<file path="config.mk">
export PLATFORM = sky130hd
export DESIGN_NAME = instruction_fetch
export DESIGN_NICKNAME = d
export VERILOG_FILES = /design/src/rtl/instruction_fetch.sv
export SDC_FILE = /design/constraint.sdc
export NUM_CORES = 1
export LEC_CHECK = 0
export CORE_UTILIZATION = 45
export DETAILED_ROUTE_END_ITERATION = 6
export PLACE_DENSITY = 0.76
export SYNTH_ARGS = -nofsm -noshare
export SYNTH_HDL_FRONTEND = slang
export SYNTH_SLANG_ARGS = --single-unit
</file>
<file path="constraint.sdc">
create_clock -name clk -period 9.85 [get_ports clk]
set_input_delay 2.955 -clock clk [delete_from_list [all_inputs] [get_ports clk]]
set_output_delay 2.955 -clock clk [all_outputs]
set_load 0.005 [all_outputs]
</file>
<file path="src/rtl/instruction_fetch.sv">
// Fetch stage: PC -> imem req/ready, next-PC select, IF/ID register with one-entry skid; FETCH_PERF_CNT_EN adds counters.
// Latency: IF/ID loads on the edge after imem_ready; zero-wait memory sustains one instruction per cycle.
// Backpressure: stall freezes IF/ID, an accepted word parks in the skid and requests pause until stall drops.
module instruction_fetch #(
    parameter logic [31:0] RESET_INSTR = 32'h0000_0000
) (
    input  logic        clk,
    input  logic        reset,
    input  logic [31:0] pc,
    output logic        pc_write,
    output logic [31:0] next_pc,
    input  logic        branch_taken,
    input  logic [31:0] branch_target,
    input  logic        stall,
    output logic        imem_req,
    output logic [31:0] imem_addr,
    input  logic        imem_ready,
    input  logic [31:0] imem_rdata,
    output logic        if_valid,
    output logic [31:0] if_instr,
    output logic [31:0] if_pc_plus4
`ifdef FETCH_PERF_CNT_EN
    ,
    output logic [31:0] fetch_count,
    output logic [31:0] flush_count
`endif
);

    typedef enum logic [1:0] {IDLE, FETCH, HOLD, DRAIN} state_t;

    state_t      state, state_next;
    logic [31:0] pc_plus4;
    logic [31:0] skid_instr, skid_pc_plus4;
    logic [31:0] drain_addr;
    logic        flush;
    logic        ifid_load, ifid_sel_skid, skid_load, bubble, drain_load;

    assign pc_plus4 = pc + 32'd4;
    // Keep pc_write quiet while reset is held, even if a redirect arrives.
    assign flush    = branch_taken & reset;

    always_comb begin
        state_next    = state;
        imem_req      = 1'b0;
        imem_addr     = pc;
        pc_write      = 1'b0;
        next_pc       = pc_plus4;
        ifid_load     = 1'b0;
        ifid_sel_skid = 1'b0;
        skid_load     = 1'b0;
        bubble        = 1'b0;
        drain_load    = 1'b0;
        case (state)
            IDLE: state_next = FETCH;
            FETCH: begin
                imem_req = 1'b1;
                if (flush) begin
                    // An unanswered request must still complete to its original address.
                    if (!imem_ready) begin
                        drain_load = 1'b1;
                        state_next = DRAIN;
                    end
                end else if (imem_ready && !stall) begin
                    ifid_load = 1'b1;
                    pc_write  = 1'b1;
                end else if (imem_ready) begin
                    skid_load  = 1'b1;
                    pc_write   = 1'b1;
                    state_next = HOLD;
                end else if (!stall) begin
                    bubble = 1'b1;
                end
            end
            HOLD: begin
                if (flush) begin
                    state_next = FETCH;
                end else if (!stall) begin
                    ifid_load     = 1'b1;
                    ifid_sel_skid = 1'b1;
                    state_next    = FETCH;
                end
            end
            DRAIN: begin
                imem_req  = 1'b1;
                imem_addr = drain_addr;
                if (!flush && imem_ready)
                    state_next = FETCH;
            end
            default: state_next = IDLE;
        endcase
        if (flush) begin
            pc_write = 1'b1;
            next_pc  = branch_target;
        end
    end

    always_ff @(posedge clk or negedge reset) begin
        if (!reset)
            state <= IDLE;
        else
            state <= state_next;
    end

    always_ff @(posedge clk or negedge reset) begin
        if (!reset) begin
            if_valid    <= 1'b0;
            if_instr    <= RESET_INSTR;
            if_pc_plus4 <= 32'd0;
        end else if (flush) begin
            if_valid <= 1'b0;
            if_instr <= RESET_INSTR;
        end else if (ifid_load) begin
            if_valid    <= 1'b1;
            if_instr    <= ifid_sel_skid ? skid_instr    : imem_rdata;
            if_pc_plus4 <= ifid_sel_skid ? skid_pc_plus4 : pc_plus4;
        end else if (bubble) begin
            if_valid <= 1'b0;
        end
    end

    always_ff @(posedge clk or negedge reset) begin
        if (!reset) begin
            skid_instr    <= 32'd0;
            skid_pc_plus4 <= 32'd0;
            drain_addr    <= 32'd0;
        end else begin
            if (flush) begin
                skid_instr    <= 32'd0;
                skid_pc_plus4 <= 32'd0;
            end else if (skid_load) begin
                skid_instr    <= imem_rdata;
                skid_pc_plus4 <= pc_plus4;
            end
            if (drain_load)
                drain_addr <= pc;
        end
    end

`ifdef FETCH_PERF_CNT_EN
    always_ff @(posedge clk or negedge reset) begin
        if (!reset) begin
            fetch_count <= 32'd0;
            flush_count <= 32'd0;
        end else begin
            if (ifid_load)
                fetch_count <= fetch_count + 32'd1;
            if (flush)
                flush_count <= flush_count + 32'd1;
        end
    end
`endif

endmodule

</file>
==> results.sh <==
export IMPL_synth_fa_ha_area_frac=0.00606
export IMPL_hold_violations=0
export IMPL_drtAntennaViolNets=0
export IMPL_startpoint_type="input pin"
export IMPL_setup_viol=0
export IMPL_final_common_cell="clkdlybuf4s50_1"
export IMPL_overflow=0
export IMPL_min_period_over_period=0.910
export IMPL_clkTransAtPathRegs_ns=0.06
export IMPL_arrival_ns=6.00
export IMPL_worstPathMaxFanout=10
export IMPL_muxShareOfSynthArea=0.122
export IMPL_grt_pass1_vias=6881
export IMPL_first_pass_iters=5
export IMPL_cts_buffers_inserted=17
export IMPL_core_area_sq_um=18000
export IMPL_dr_max_layer_used="met4"
export IMPL_drtIter0Drc=584
export IMPL_yosys_most_used_dff="dfrtp_1"
export IMPL_maxCapViolCount=0
export IMPL_fin_setup_tns_ns=0
export IMPL_rows=49
export IMPL_endpoint_kind="primary output"
export IMPL_die_w_um=138
export IMPL_most_common_layout_cells="clkdlybuf4s50_1, dfrtp_1, nand2_1"
export IMPL_tightest_slew_ns=1.07
export IMPL_stdcell_area_sq_um=11300
export IMPL_final_seq_area_sq_um=4080
export IMPL_path_class="in2out"
export IMPL_antenna_found_initial=0
export IMPL_max_freq_ghz=0.112
export IMPL_rrSetupSlack_ns=7.19
export IMPL_ys_types=50
export IMPL_p_total_mw=2.78
export IMPL_route_met2_wl_um=11800
export IMPL_synth_edff_count=0
export IMPL_finalMaxSlewViolations=0
export IMPL_globalplace_congestion=0.897
export IMPL_grt_max_degree=104
export IMPL_cts_max_level=4
export IMPL_netlist_area_sq_um=8260
export IMPL_wl_met3_um=1210
export IMPL_slew_headroom=0.289
export IMPL_layout_min_cycle_time_ns=8.96
export IMPL_p_leak_nw=4.65
export IMPL_post_cts_buffers=0
export IMPL_cts_sinks=163
export IMPL_grt_pass1_wl_um=36900
export IMPL_ff2ff_path_depth=7
export IMPL_syn_to_final_growth_pct=36.5
export IMPL_die_area_sq_um=18900
export IMPL_num_vias=7315
export IMPL_fp_dieH_um=138
export IMPL_peakVddDrop_mv=0.142
export IMPL_required_ns=6.90
export IMPL_synth_xor_area_frac=0.0159
export IMPL_synth_top_cell_area_share=0.494
export IMPL_yosys_area_top_type="dfrtp_1"
export IMPL_drc=0
export IMPL_root_buffer="clkbuf_16"
export IMPL_fin_worst_skew_ns=0.0101
export IMPL_synth_top_family_by_area="simple AND/OR/NAND/NOR gates"
export IMPL_post_cts_resized=0
export IMPL_postSynthCellCount=882
export IMPL_yosys_area_share_simple=0.170
export IMPL_dpl_cell_area_sq_um=10700
export IMPL_antenna_cells=0
export IMPL_drive_above_1_share=0.116
export IMPL_clk_latency_ns=0.42
export IMPL_hold_depth=1
export IMPL_clock_path_buffers=2
export IMPL_portBuffers=231
export IMPL_wire_per_inst_um=17.9
export IMPL_synth_seq_cells=163
export IMPL_wl_met1_um=10100
export IMPL_hold_path_class="reg2reg"
export IMPL_start_util=0.460
export IMPL_pin_count=232
export IMPL_dpl_hpwl_um=15800
export IMPL_rsz0062_at_grt="no"
export IMPL_netlist_top_cells_area="dfrtp_1, mux2_2, a21oi_1, nand2_1, o21ai_0"
export IMPL_syn_nets=987
export IMPL_holdBufCountCts=0
export IMPL_nets=1176
export IMPL_async_reset_ff_frac=1.00
export IMPL_cts_tree="yes"
export IMPL_drt_wl_total_um=23600
export IMPL_multi_input_area_sq_um=3890
export IMPL_ys_warn_count=0
export IMPL_syn_avg_cell_area_sq_um=9.37
export IMPL_grt_total_usage=0.256
export IMPL_powerDensity_nw_per_um2=246
export IMPL_status="finished, final reports clean"
export IMPL_synth_compound_area_frac=0.153
export IMPL_n_fill_cell=1575
export IMPL_via_per_inst=5.57
export IMPL_ys_seq_area_frac=0.494
flip-flops by register name, summed over array words and instances, names as in the netlist:
name	flops
state	2
skid_pc_plus4	32
drain_addr	32
skid_instr	32
if_valid	1
if_instr	32
if_pc_plus4	32
power breakdown:
group | switching, mW | internal [mW]
combinational | 0.455 | 0.598
clock | 0.285 | 0.391
sequential | 0.128 | 0.921
total | 0.868 | 1.91
logic make-up after synthesis:
kind of cell / count (synthesis)
adders and majority gates: 4
AOI/OAI and AO/OA: 229
muxes: 93
buffers and inverters: 77
xor gates and xnor gates: 15
and+or+nand+nor: 301
DFF: 163
Yosys cell counts, drive strengths merged (2+ instances only):
library cell    n
a211oi         10
a21o            5
a21oi         100
a31oi           3
and2            6
and3           10
and4            4
buf            17
clkbuf         55
dfrtp         163
ha              4
inv             5
mux2           60
mux2i          33
nand2         129
nand3          43
nand4          10
nor2           64
nor3           14
nor4           13
o211ai          3
o21a            2
o21ai          88
o22ai           2
o31a            9
o31ai           4
or3             2
or4             3
xnor2           8
xor2            7
routing by layer:
metal / vias to the layer above / GRT usage
met3: 26 / 0.0408
li1: 3484 / -
met2: 225 / 0.430
met1: 3580 / 0.340
met4: 0 / 0.0751
met5: - / 0
through the flow:
step                utilization  setup WS [ns]  hold slack (ns)  std cells
floorplan                     -           2.55            0.450        882
global placement          0.594           1.01            0.455       1281
detailed placement        0.594          0.946            0.465       1281
CTS                       0.628          0.929            0.479       1313
global route              0.628          0.747            0.505       1313
finish                    0.628          0.891            0.478       1313
worst paths after layout:
path / startpoint / to
setup reg to reg: state[1]$_DFFE_PN0P_ / if_pc_plus4[28]$_DFFE_PN0P_
hold / removal: if_pc_plus4[7]$_DFFE_PN0P_ / if_pc_plus4[7]$_DFFE_PN0P_
hold reg to reg: if_pc_plus4[7]$_DFFE_PN0P_ / if_pc_plus4[7]$_DFFE_PN0P_
max in group asynchronous: reset / skid_pc_plus4[2]$_DFFE_PN0P_
setup / recovery: pc[2] / next_pc[26]
min in group asynchronous: reset / if_instr[5]$_DFFE_PN0P_
cell type report:
| cell class | instances | share of cell area |
|---|---|---|
| Clock buffer | 19 | 0.0402 |
| Multi-Input combinational cell | 642 | 0.345 |
| Tap cell | 229 | 0.0254 |
| Timing Repair Buffer | 242 | 0.212 |
| Clock inverter | 13 | 0.0132 |
| Inverter | 5 | 0.00166 |
| Sequential cell | 163 | 0.362 |
worst max-delay path, stage by stage:
cell             delay (ns)
clkdlybuf4s50_1        0.69
ha_1                   0.30
and2_0                 0.46
nand3_4                0.20
or4_1                  0.52
and2_1                 0.20
a21oi_1                0.15
clkdlybuf4s50_1        0.52
(Power assumes the default switching activity.)
